`src/rtl/centroid_ctrl_if.sv`:
```
// Stream-in / result-out bundle for centroid_ctrl.
// master drives the video stream and observes results; slave is the tracker.
interface centroid_ctrl_if #(
    parameter int CNT_W = 24
);
    logic             de_in;
    logic             h_sync_in;
    logic             v_sync_in;
    logic [23:0]      pixel_in;
    logic [11:0]      x;
    logic [11:0]      y;
    logic             valid;
    logic             no_obj;
    logic [CNT_W-1:0] obj_cnt;
    logic             overrun;

    modport master (
        output de_in, h_sync_in, v_sync_in, pixel_in,
        input  x, y, valid, no_obj, obj_cnt, overrun
    );

    modport slave (
        input  de_in, h_sync_in, v_sync_in, pixel_in,
        output x, y, valid, no_obj, obj_cnt, overrun
    );
endinterface

```
`src/rtl/centroid_ctrl.sv`:
```
// Per-frame mask centroid: accumulates moments during active video, then one
// shared restoring divider produces row mean (x) and column mean (y).
module centroid_ctrl #(
    parameter int         IMG_H  = 64,
    parameter int         IMG_W  = 64,
    parameter logic [7:0] THRESH = 8'h80,
    parameter int         SUM_W  = 32,
    parameter int         CNT_W  = 24
) (
    input  logic      clk,
    input  logic      rst,
    centroid_ctrl_if.slave bus
);
    localparam int BC_W = $clog2(SUM_W);

    typedef enum logic [1:0] {IDLE, DIV_X, DIV_Y, PUBLISH} state_t;

    state_t state_q, state_d;

    logic             v_sync_d_q;
    logic [11:0]      col_q, row_q;
    logic [CNT_W-1:0] cnt_q;
    logic [SUM_W-1:0] sum_r_q, sum_c_q;

    logic [CNT_W-1:0] div_cnt_q;
    logic [SUM_W-1:0] snap_c_q;
    logic [SUM_W-1:0] dvd_q, quo_q;
    logic [CNT_W-1:0] rem_q;
    logic [BC_W-1:0]  bit_q;
    logic [11:0]      qx_q;

    logic [11:0]      x_q, y_q;
    logic             valid_q, no_obj_q, ovr_pend_q, overrun_q;
    logic [CNT_W-1:0] obj_cnt_q;

    logic             frame_end, is_obj, acc_en, cnt_zero, last_bit;
    logic             load_snap, step, switch_y, publish;
    logic [CNT_W:0]   rem_sh;
    logic             ge;
    logic [CNT_W-1:0] rem_nx;
    logic [SUM_W-1:0] quo_nx;
    logic             unused_inputs;

    function automatic logic [11:0] sat12(input logic [SUM_W-1:0] q);
        return (|q[SUM_W-1:12]) ? 12'hFFF : q[11:0];
    endfunction

    assign unused_inputs = ^{bus.h_sync_in, bus.pixel_in[15:0]};

    assign frame_end = bus.v_sync_in & ~v_sync_d_q;
    assign is_obj    = (bus.pixel_in[23:16] >= THRESH);
    assign acc_en    = ~bus.v_sync_in & bus.de_in & is_obj;
    assign cnt_zero  = (cnt_q == '0);
    assign last_bit  = (bit_q == BC_W'(SUM_W - 1));

    // One restoring step: shift in next dividend bit, subtract if it fits.
    assign rem_sh = {rem_q, dvd_q[SUM_W-1]};
    assign ge     = (rem_sh >= {1'b0, div_cnt_q});
    assign rem_nx = ge ? CNT_W'(rem_sh - {1'b0, div_cnt_q}) : CNT_W'(rem_sh);
    assign quo_nx = {quo_q[SUM_W-2:0], ge};

    always_ff @(posedge clk) begin
        if (rst) state_q <= IDLE;
        else     state_q <= state_d;
    end

    // A frame end restarts the pipeline from any state, discarding work in flight.
    always_comb begin
        state_d = state_q;
        if (frame_end) begin
            state_d = cnt_zero ? PUBLISH : DIV_X;
        end else begin
            case (state_q)
                DIV_X:   if (last_bit) state_d = DIV_Y;
                DIV_Y:   if (last_bit) state_d = PUBLISH;
                PUBLISH: state_d = IDLE;
                default: state_d = IDLE;
            endcase
        end
    end

    always_comb begin
        load_snap = frame_end;
        step      = ~frame_end & ((state_q == DIV_X) | (state_q == DIV_Y));
        switch_y  = step & (state_q == DIV_X) & last_bit;
        publish   = ~frame_end & (state_q == PUBLISH);
    end

    always_ff @(posedge clk) begin
        if (rst) begin
            v_sync_d_q <= 1'b0;
            col_q      <= '0;
            row_q      <= '0;
        end else begin
            v_sync_d_q <= bus.v_sync_in;
            if (bus.v_sync_in) begin
                col_q <= '0;
                row_q <= '0;
            end else if (bus.de_in) begin
                if (col_q == 12'(IMG_W - 1)) begin
                    col_q <= '0;
                    row_q <= (row_q == 12'(IMG_H - 1)) ? 12'd0 : row_q + 12'd1;
                end else begin
                    col_q <= col_q + 12'd1;
                end
            end
        end
    end

    always_ff @(posedge clk) begin
        if (rst || frame_end) begin
            cnt_q   <= '0;
            sum_r_q <= '0;
            sum_c_q <= '0;
        end else if (acc_en) begin
            cnt_q   <= cnt_q + CNT_W'(1);
            sum_r_q <= sum_r_q + SUM_W'(row_q);
            sum_c_q <= sum_c_q + SUM_W'(col_q);
        end
    end

    always_ff @(posedge clk) begin
        if (rst) begin
            div_cnt_q <= '0;
            snap_c_q  <= '0;
            dvd_q     <= '0;
            quo_q     <= '0;
            rem_q     <= '0;
            bit_q     <= '0;
            qx_q      <= '0;
        end else if (load_snap) begin
            div_cnt_q <= cnt_q;
            snap_c_q  <= sum_c_q;
            dvd_q     <= sum_r_q;
            quo_q     <= '0;
            rem_q     <= '0;
            bit_q     <= '0;
        end else if (switch_y) begin
            qx_q  <= sat12(quo_nx);
            dvd_q <= snap_c_q;
            quo_q <= '0;
            rem_q <= '0;
            bit_q <= '0;
        end else if (step) begin
            dvd_q <= {dvd_q[SUM_W-2:0], 1'b0};
            quo_q <= quo_nx;
            rem_q <= rem_nx;
            bit_q <= last_bit ? '0 : bit_q + BC_W'(1);
        end
    end

    always_ff @(posedge clk) begin
        if (rst) begin
            x_q        <= '0;
            y_q        <= '0;
            valid_q    <= 1'b0;
            no_obj_q   <= 1'b1;
            obj_cnt_q  <= '0;
            ovr_pend_q <= 1'b0;
            overrun_q  <= 1'b0;
        end else begin
            valid_q    <= publish;
            ovr_pend_q <= frame_end & (state_q != IDLE);
            overrun_q  <= ovr_pend_q;
            if (publish) begin
                if (div_cnt_q == '0) begin
                    no_obj_q  <= 1'b1;
                    obj_cnt_q <= '0;
                end else begin
                    no_obj_q  <= 1'b0;
                    obj_cnt_q <= div_cnt_q;
                    x_q       <= qx_q;
                    y_q       <= sat12(quo_q);
                end
            end
        end
    end

    assign bus.x       = x_q;
    assign bus.y       = y_q;
    assign bus.valid   = valid_q;
    assign bus.no_obj  = no_obj_q;
    assign bus.obj_cnt = obj_cnt_q;
    assign bus.overrun = overrun_q;
endmodule

```
`src/flat_wrapper.sv`:
```
// flat-port wrapper written by rule: the top's interface ports become plain ports
module centroid_ctrl_flat 
#(
    parameter int         IMG_H  = 64,
    parameter int         IMG_W  = 64,
    parameter logic [7:0] THRESH = 8'h80,
    parameter int         SUM_W  = 32,
    parameter int         CNT_W  = 24
)
  (clk, rst, bus_de_in, bus_h_sync_in, bus_v_sync_in, bus_pixel_in, bus_x, bus_y, bus_valid, bus_no_obj, bus_obj_cnt, bus_overrun);
  centroid_ctrl_if #(.CNT_W(CNT_W)) bus_i ();
  input  logic clk;
  input  logic rst;
  input wire logic [$bits(bus_i.de_in)-1:0] bus_de_in;
  input wire logic [$bits(bus_i.h_sync_in)-1:0] bus_h_sync_in;
  input wire logic [$bits(bus_i.v_sync_in)-1:0] bus_v_sync_in;
  input wire logic [$bits(bus_i.pixel_in)-1:0] bus_pixel_in;
  output wire logic [$bits(bus_i.x)-1:0] bus_x;
  output wire logic [$bits(bus_i.y)-1:0] bus_y;
  output wire logic [$bits(bus_i.valid)-1:0] bus_valid;
  output wire logic [$bits(bus_i.no_obj)-1:0] bus_no_obj;
  output wire logic [$bits(bus_i.obj_cnt)-1:0] bus_obj_cnt;
  output wire logic [$bits(bus_i.overrun)-1:0] bus_overrun;
  assign bus_i.de_in = bus_de_in;
  assign bus_i.h_sync_in = bus_h_sync_in;
  assign bus_i.v_sync_in = bus_v_sync_in;
  assign bus_i.pixel_in = bus_pixel_in;
  assign bus_x = bus_i.x;
  assign bus_y = bus_i.y;
  assign bus_valid = bus_i.valid;
  assign bus_no_obj = bus_i.no_obj;
  assign bus_obj_cnt = bus_i.obj_cnt;
  assign bus_overrun = bus_i.overrun;
  centroid_ctrl #(.IMG_H(IMG_H), .IMG_W(IMG_W), .THRESH(THRESH), .SUM_W(SUM_W), .CNT_W(CNT_W)) u_core (.clk(clk), .rst(rst), .bus(bus_i));
endmodule
```
`config.mk`:
```
export PLATFORM = sky130hd
export DESIGN_NAME = centroid_ctrl_flat
export DESIGN_NICKNAME = d
export VERILOG_FILES = /design/src/rtl/centroid_ctrl_if.sv /design/src/rtl/centroid_ctrl.sv /design/src/flat_wrapper.sv
export SDC_FILE = /design/constraint.sdc
export NUM_CORES = 1
export LEC_CHECK = 0
export BUFFER_PORTS_ARGS = -buffer_cell sky130_fd_sc_hd__buf_4
export CORE_ASPECT_RATIO = 1.5
export CORE_MARGIN = 2
export CORE_UTILIZATION = 25
export CTS_BUF_LIST = sky130_fd_sc_hd__clkbuf_16
export CTS_CLUSTER_SIZE = 28
export DETAILED_ROUTE_END_ITERATION = 10
export SYNTH_ARGS = -nofsm -noshare
export SYNTH_HDL_FRONTEND = slang
export SYNTH_SLANG_ARGS = --single-unit
```
`constraint.sdc`:
```
create_clock -name clk -period 2.85 [get_ports clk]
set_input_delay 0.7125 -clock clk [delete_from_list [all_inputs] [get_ports clk]]
set_output_delay 0.7125 -clock clk [all_outputs]
set_load 0.01 [all_outputs]
```
### Word level (Yosys, flattened, before mapping)

Cells that the tools add are included.

| storage, ports and cells | value |
|---|---|
| flip-flop bits (word level) | 328 |
| input bits | 29 |
| word-level logic and storage cells | 80 |
| output and inout port bits | 51 |

| cells by class | value |
|---|---|
| magnitude comparators | 2 |
| add/subtract/negate cells | 7 |
| mux-type cells | 16 |
| reduce and logical (&&, ||, !) cells | 13 |
| equality and inequality tests | 8 |
| bitwise operators | 13 |

Operators with widths:

| cell | count |
|---|---|
| two-way mux 32 bit | 3 |
| adder 32 x 12 -> 32 bit | 2 |
| logical NOT 24 bit | 2 |
| two-way mux 12 bit | 4 |
| two-way mux 24 bit | 2 |
| OR reduction 20 bit | 2 |
| greater-or-equal comparator 25 x 24 -> 1 bit | 1 |
| adder 12 x 1 -> 12 bit, second input constant | 2 |
| adder 24 x 1 -> 24 bit, second input constant | 1 |
| == test 12 x 6 -> 1 bit, second input constant | 2 |
| subtractor 24 bit | 1 |
| bitwise AND 1 bit | 8 |
| greater-or-equal comparator 8 bit, second input constant | 1 |
| two-way mux 2 bit | 4 |
| AND reduction 2 bit | 4 |
| inequality test 3 x 1 -> 1 bit, second input constant | 2 |
| adder 5 x 1 -> 5 bit, second input constant | 1 |
| == test 5 bit, second input constant | 1 |
| two-way mux 5 bit | 1 |
| == test 2 bit, second input constant | 2 |
| NOT 1 bit | 4 |
| one-hot mux 2 bit (2 select lines) | 1 |
| nonzero test 3 bit | 1 |
| OR reduction 3 bit | 1 |
| other kinds (6) | 6 |

### Logic depth before layout (Yosys ltp)

| logic depth | value |
|---|---|
| depth in word-level cells | 8 |
| depth in mapped cells | 12 |
| gate-level depth less buffers | 11 |

### Worst setup path before layout

Ideal clock, no wire load.

| timing path | value |
|---|---|
| path type | input -> register |
| start point | input bus_v_sync_in |
| end point | register u_core.sum_c_q[18] |
| data required time | 2.722 ns |
| stages | 10 |
| library setup time | 0.128 ns |
| path slack | 0.292 ns |
| path buffers | 2 |
| arrival time | 2.430 ns |
| path through | buf_2 and3b_1 buf_2 and3_1 and2_1 nand3_1 a211oi_1 o2111ai_1 xor2_1 nor2_1 |

| between the ends | value |
|---|---|
| cells in the longest elaborated chain, start to end | 3 |
| elaborated cells on any way between the ends | 5 |
| those cells by class | 4 x bitwise; 1 x reduce/logical |

Ends and longest elaborated chain:

| item | RTL line | RTL |
|---|---|---|
| from (decl) | flat_wrapper.sv:16 | `input wire logic [$bits(bus_i.v_sync_in)-1:0] bus_v_sync_in;` |
| NOT 1 bit | centroid_ctrl.sv:52 | `assign acc_en = ~bus.v_sync_in & bus.de_in & is_obj;` |
| bitwise AND 1 bit (2 in series) | centroid_ctrl.sv:52 |  |
| to (signal assigned) | centroid_ctrl.sv:118 | `sum_c_q <= sum_c_q + SUM_W'(col_q);` |
| to (decl) | centroid_ctrl.sv:23 | `logic [SUM_W-1:0] sum_r_q, sum_c_q;` |

Several ways; a longest one is shown, not always the timed one.
A chain may end at the register's enable or synchronous reset.

### Final worst setup path

| timing path | value |
|---|---|
| start point | register u_core.div_cnt_q[10] |
| end point | register u_core.rem_q[23] |

| between the ends | value |
|---|---|
| cells in the longest elaborated chain, start to end | 2 |
| elaborated cells on any way between the ends | 3 |
| those cells by class | 1 x add/sub; 1 x order compare; 1 x mux |

Ends and longest elaborated chain:

| item | RTL line | RTL |
|---|---|---|
| from (decl) | centroid_ctrl.sv:25 | `logic [CNT_W-1:0] div_cnt_q;` |
| from (signal assigned) | centroid_ctrl.sv:132 | `div_cnt_q <= cnt_q;` |
| subtractor 24 bit or greater-or-equal comparator 25 x 24 -> 1 bit (tied branches) | centroid_ctrl.sv:59, centroid_ctrl.sv:58 |  |
| two-way mux 24 bit (*) | centroid_ctrl.sv:59 | `assign rem_nx = ge ? CNT_W'(rem_sh - {1'b0, div_cnt_q}) : CNT_W'(rem_sh);` |
| to (signal assigned) | centroid_ctrl.sv:147 | `rem_q <= rem_nx;` |
| to (decl) | centroid_ctrl.sv:28 | `logic [CNT_W-1:0] rem_q;` |

Every way passes the cells marked *; elsewhere a longest branch is shown, timed or not.

==> run_summary.xml <==
<?xml version="1.0" encoding="UTF-8"?>
<metrics>
  <group name="outcome">
    <metric name="run_status" unit="">finished clean</metric>
  </group>
  <group name="yosys">
    <metric name="asyncSetResetFlopFracSynth" unit="%">0</metric>
    <metric name="seq_cells_post_synth" unit="">328</metric>
    <metric name="synth_top_area_share" unit="%">42.9</metric>
    <metric name="synth-main-ff-cell" unit="">dfxtp_1</metric>
    <metric name="syn-cell-area" unit="um2">15300</metric>
    <metric name="synthDominantAreaCellType" unit="">dfxtp_1</metric>
    <metric name="number_of_synthesized_flops_with_an_enable_pin" unit="">0</metric>
    <metric name="synthCells" unit="">1879</metric>
    <metric name="synth.avg_cell_area" unit="um2">8.14</metric>
    <metric name="synth_area_leaders" unit="">dfxtp_1 (43%), nand2_1 (6.4%), a21oi_1 (6.3%)</metric>
    <metric name="synth_cell_type_count" unit="">71</metric>
    <metric name="synth_seq_area_share" unit="%">42.9</metric>
    <metric name="syn_nets" unit="">1969</metric>
    <metric name="ys_warn_count" unit="">0</metric>
  </group>
  <group name="setup_path">
    <metric name="timing.critical_path.fanout_max" unit="">5</metric>
    <metric name="worst_setup_path_end_kind" unit="">flip-flop</metric>
    <metric name="critical_path_class" unit="">reg -&gt; reg</metric>
    <metric name="endpoint" unit="">u_core.rem_q[23]</metric>
    <metric name="timing.critical_path.buf_inv" unit="">2</metric>
    <metric name="reg2regPathDepth" unit="">11</metric>
    <metric name="critPathTopFamily" unit="">compound AO/OA/AOI/OAI gates</metric>
    <metric name="crit_slowest_cell" unit="">ha_2</metric>
    <metric name="timing.critical_path.slowest_cell_delay" unit="ns">0.39</metric>
    <metric name="cp_data_arrival_time" unit="ns">3.18</metric>
    <metric name="worst_ep_required_time" unit="ns">3.29</metric>
    <metric name="ff2ff_setup_slack" unit="ns">0.11</metric>
    <metric name="critical_path.cell_chain" unit="">inv_1, ha_2, nand4_2, nor2_4, o311ai_4, a211oi_4, o21ai_4, a21o_4, buf_4, a221oi_1, a21oi_1</metric>
    <metric name="worst_r2r_startpoint" unit="">u_core.div_cnt_q[10]</metric>
    <metric name="setup.worst_path.start" unit="">u_core.div_cnt_q[10]</metric>
    <metric name="worstReg2RegEnd" unit="">u_core.rem_q[23]</metric>
    <metric name="critical_path_cell_count" unit="">11</metric>
    <metric name="critPathLaunchType" unit="">flip-flop</metric>
  </group>
  <group name="power">
    <metric name="sequentialPowerShare" unit="%">42.5</metric>
    <metric name="p_int" unit="uW">8130</metric>
    <metric name="worst_ir_drop_vdd" unit="mV">0.480</metric>
    <metric name="power.density" unit="nW/um2">621</metric>
    <metric name="reported_net_switching_power" unit="uW">3040</metric>
    <metric name="share_clk_of_total_power" unit="%">39.5</metric>
    <metric name="portion_of_total_power_attributed_to_combinational_logic" unit="%">18.1</metric>
    <metric name="fin_total_pwr" unit="uW">11200</metric>
    <metric name="cellLeakagePower" unit="uW">0.00669</metric>
    <metric name="switching_share_of_total_power" unit="%">27.2</metric>
  </group>
  <group name="finish">
    <metric name="multi_input_area" unit="um2">8200</metric>
    <metric name="area_delta_synth_final" unit="%">17.5</metric>
    <metric name="finalCoreUtilization" unit="%">29.6</metric>
    <metric name="fillers" unit="">6426</metric>
    <metric name="insertedDiodeCount" unit="">0</metric>
    <metric name="layout-drive-gt1-share" unit="%">10.6</metric>
    <metric name="seqCellArea" unit="um2">6570</metric>
    <metric name="final_net_count" unit="">2021</metric>
  </group>
  <group name="route">
    <metric name="drt_first_pass_iters" unit="">5</metric>
    <metric name="viasPerCell" unit="">4.79</metric>
    <metric name="post-route-drc-count" unit="">0</metric>
    <metric name="totalWireLength" unit="um">39800</metric>
    <metric name="wire_per_inst" unit="um">14.5</metric>
    <metric name="drtAntennaViolNets" unit="">0</metric>
    <metric name="first_iter_violations" unit="">671</metric>
    <metric name="num_vias" unit="">13200</metric>
  </group>
  <group name="timing">
    <metric name="fin_worst_hold_slack" unit="ns">0.449</metric>
    <metric name="timing_worst_slew_pin_value" unit="ns">0.764</metric>
    <metric name="finalSetupViolations" unit="">0</metric>
    <metric name="min_period" unit="ns">2.74</metric>
    <metric name="clock_skew" unit="ns">0.0110</metric>
    <metric name="timing.max_slew.rel_slack" unit="%">49.0</metric>
    <metric name="slew_violations" unit="">0</metric>
    <metric name="clock.fmax" unit="MHz">365</metric>
    <metric name="report.final.hold_viol_count" unit="">0</metric>
    <metric name="share_of_the_cycle_needed_by_the_critical_path_after_routing" unit="%">96.2</metric>
  </group>
  <group name="floorplanning">
    <metric name="placement_rows" unit="">111</metric>
    <metric name="floorplan.die_area" unit="um2">63200</metric>
    <metric name="core_area" unit="um2">60800</metric>
    <metric name="chipWidth" unit="um">206</metric>
    <metric name="fp.dieH" unit="um">307</metric>
    <metric name="design.portCount" unit="">80</metric>
    <metric name="starting_density_of_the_core" unit="%">25.2</metric>
  </group>
  <group name="global_routing">
    <metric name="gr_util_all_layers" unit="%">12.4</metric>
    <metric name="grt.met1_usage" unit="%">13.4</metric>
    <metric name="grt.overflow.total" unit="">0</metric>
    <metric name="grtUsageMet2" unit="%">24.1</metric>
    <metric name="initial_antenna_violation_count" unit="">0</metric>
    <metric name="first_global_vias" unit="">13200</metric>
    <metric name="grt.busiest_layer" unit="">met2</metric>
    <metric name="maximum_number_of_pins_on_one_net_before_global_route_repair" unit="">72</metric>
    <metric name="grt_first_pass_wirelength" unit="um">65300</metric>
    <metric name="use_met3" unit="%">1.14</metric>
  </group>
  <group name="clock_network">
    <metric name="cts_made_buffers" unit="">30</metric>
    <metric name="cts_num_sinks" unit="">328</metric>
    <metric name="h-tree-depth" unit="">1</metric>
    <metric name="clock_path_buffers" unit="">3</metric>
    <metric name="post_cts_buffers" unit="">0</metric>
    <metric name="tritoncts" unit="">done</metric>
    <metric name="post_cts_hold_buffer_count" unit="">0</metric>
    <metric name="clk_pin_slew" unit="ns">0.07</metric>
    <metric name="worst_skew_pair_later_pin_latency" unit="ns">0.57</metric>
    <metric name="cts-root-buf" unit="">clkbuf_16</metric>
  </group>
  <group name="placement">
    <metric name="hpwl" unit="um">29100</metric>
    <metric name="port-buffer-count" unit="">55</metric>
    <metric name="finalWeightedCongestion" unit="">0.838</metric>
  </group>
  <group name="min_path">
    <metric name="min_path_cells" unit="">1</metric>
    <metric name="worstHoldPathType" unit="">reg -&gt; reg</metric>
  </group>
  <group name="flow_run">
    <metric name="max-cap-violations" unit="">0</metric>
  </group>
</metrics>
[worst register-to-register path, delay by kind of cell (launching register included)]
kind / cells / cell delay [ns]
flip-flops: 1 / 0.37
AO/OA/AOI/OAI: 6 / 1.27
buffers and inverters: 2 / 0.25
AND/OR/NAND/NOR: 2 / 0.32
adder cells (fa/ha/maj): 1 / 0.39
[sequential cells by signal, indices dropped and copies added, names as in the netlist, 24 cells and up]
signal,count
u_core.quo_q,32
u_core.cnt_q,24
u_core.snap_c_q,32
u_core.bus.obj_cnt,24
u_core.dvd_q,32
u_core.rem_q,24
u_core.sum_c_q,32
u_core.sum_r_q,32
u_core.div_cnt_q,24
[synth_stat cells, types with 45 or more instances]
cell type,instances
xnor2_1,47
a21oi_1,193
inv_1,50
nand3_1,45
nor2_1,247
clkbuf_1,84
o21ai_0,78
dfxtp_1,328
xor2_1,63
nor3_1,57
nand2_1,262
ha_1,58
[cell families (layout without fill, tap and decap cells)]
logic type               count (synthesis)  count (layout)  share of synthesized area, %
XOR/XNOR                               110             110                          6.30
flip-flops                             328             328                          42.9
AND/OR/NAND/NOR                        757             757                          22.2
adder cells (fa/ha/maj)                 61              61                          5.13
buffers and inverters                  154             228                          4.19
AO/OA/AOI/OAI                          437             437                          17.2
multiplexers                            32              32                          2.09
[power by group through the flow]
stage               Clock (uW)  Combinational [uW]  Sequential [uW]
detailed placement           0                1960             4850
global route              4710                2210             4750
floorplan                    0                1410             4830
global placement             0                1940             4840
CTS                       4510                1970             4740
finish                    4410                2020             4740
[per-stage QoR]
| step | setup slack (ns) | setup TNS (ns) | std cells | cell area [um2] |
|---|---|---|---|---|
| after floorplan | 0.292 | 0 | 1879 | 15300 |
| after global placement | 0.0252 | 0 | 2690 | 16800 |
| after detailed placement | -0.0565 | -0.131 | 2690 | 16800 |
| after CTS | 0.00146 | 0 | 2744 | 17900 |
| after global routing | -0.00306 | -0.00306 | 2744 | 18000 |
| final | 0.109 | 0 | 2744 | 18000 |
[area by class of cell]
class,instances,area share (%)
Multi-Input combinational cell,1397,45.6
Sequential cell,328,36.5
Inverter,50,1.04
Tap cell,791,5.50
Clock inverter,23,1.63
Timing Repair Buffer,124,5.39
Clock buffer,31,4.31
[how the worst min path moves through the flow]
stage,slack [ns],endpoint,start
floorplan,0.41,u_core.bus.overrun,u_core.ovr_pend_q
global placement,0.44,u_core.quo_q[31],u_core.quo_q[31]
detailed placement,0.45,u_core.bus.overrun,u_core.ovr_pend_q
CTS,0.46,u_core.bus.overrun,u_core.ovr_pend_q
global route,0.47,u_core.snap_c_q[13],u_core.snap_c_q[13]
finish,0.45,u_core.bus.overrun,u_core.ovr_pend_q
[layer usage]
metal / wire (um) / vias to the layer above
li1: - / 6631
met1: 15800 / 6254
met2: 21500 / 186
met3: 983 / 84
met4: 1500 / 0
met5: 0 / -
[repair_timing]
action / in CTS / in global routing
endpoints found under the setup margin: 9 / 44
cloned: 0 / 0
pin swaps: 0 / 2
gates resized for setup: 1 / 16
[placed cells by master, fill, tap and decap left out, types with 24 or more instances in the layout]
cell       count
a22oi_1       32
dfxtp_1      327
mux2i_1       32
xnor2_1       47
o21ai_0       76
nand3_1       45
xor2_1        63
nor2_1       244
nor3_1        56
nand2_1      262
clkbuf_16     31
buf_4        121
a211oi_1      30
ha_1          57
nand4_1       24
inv_1         52
a21oi_1      192
No activity file was read; power rests on OpenSTA's default activity.
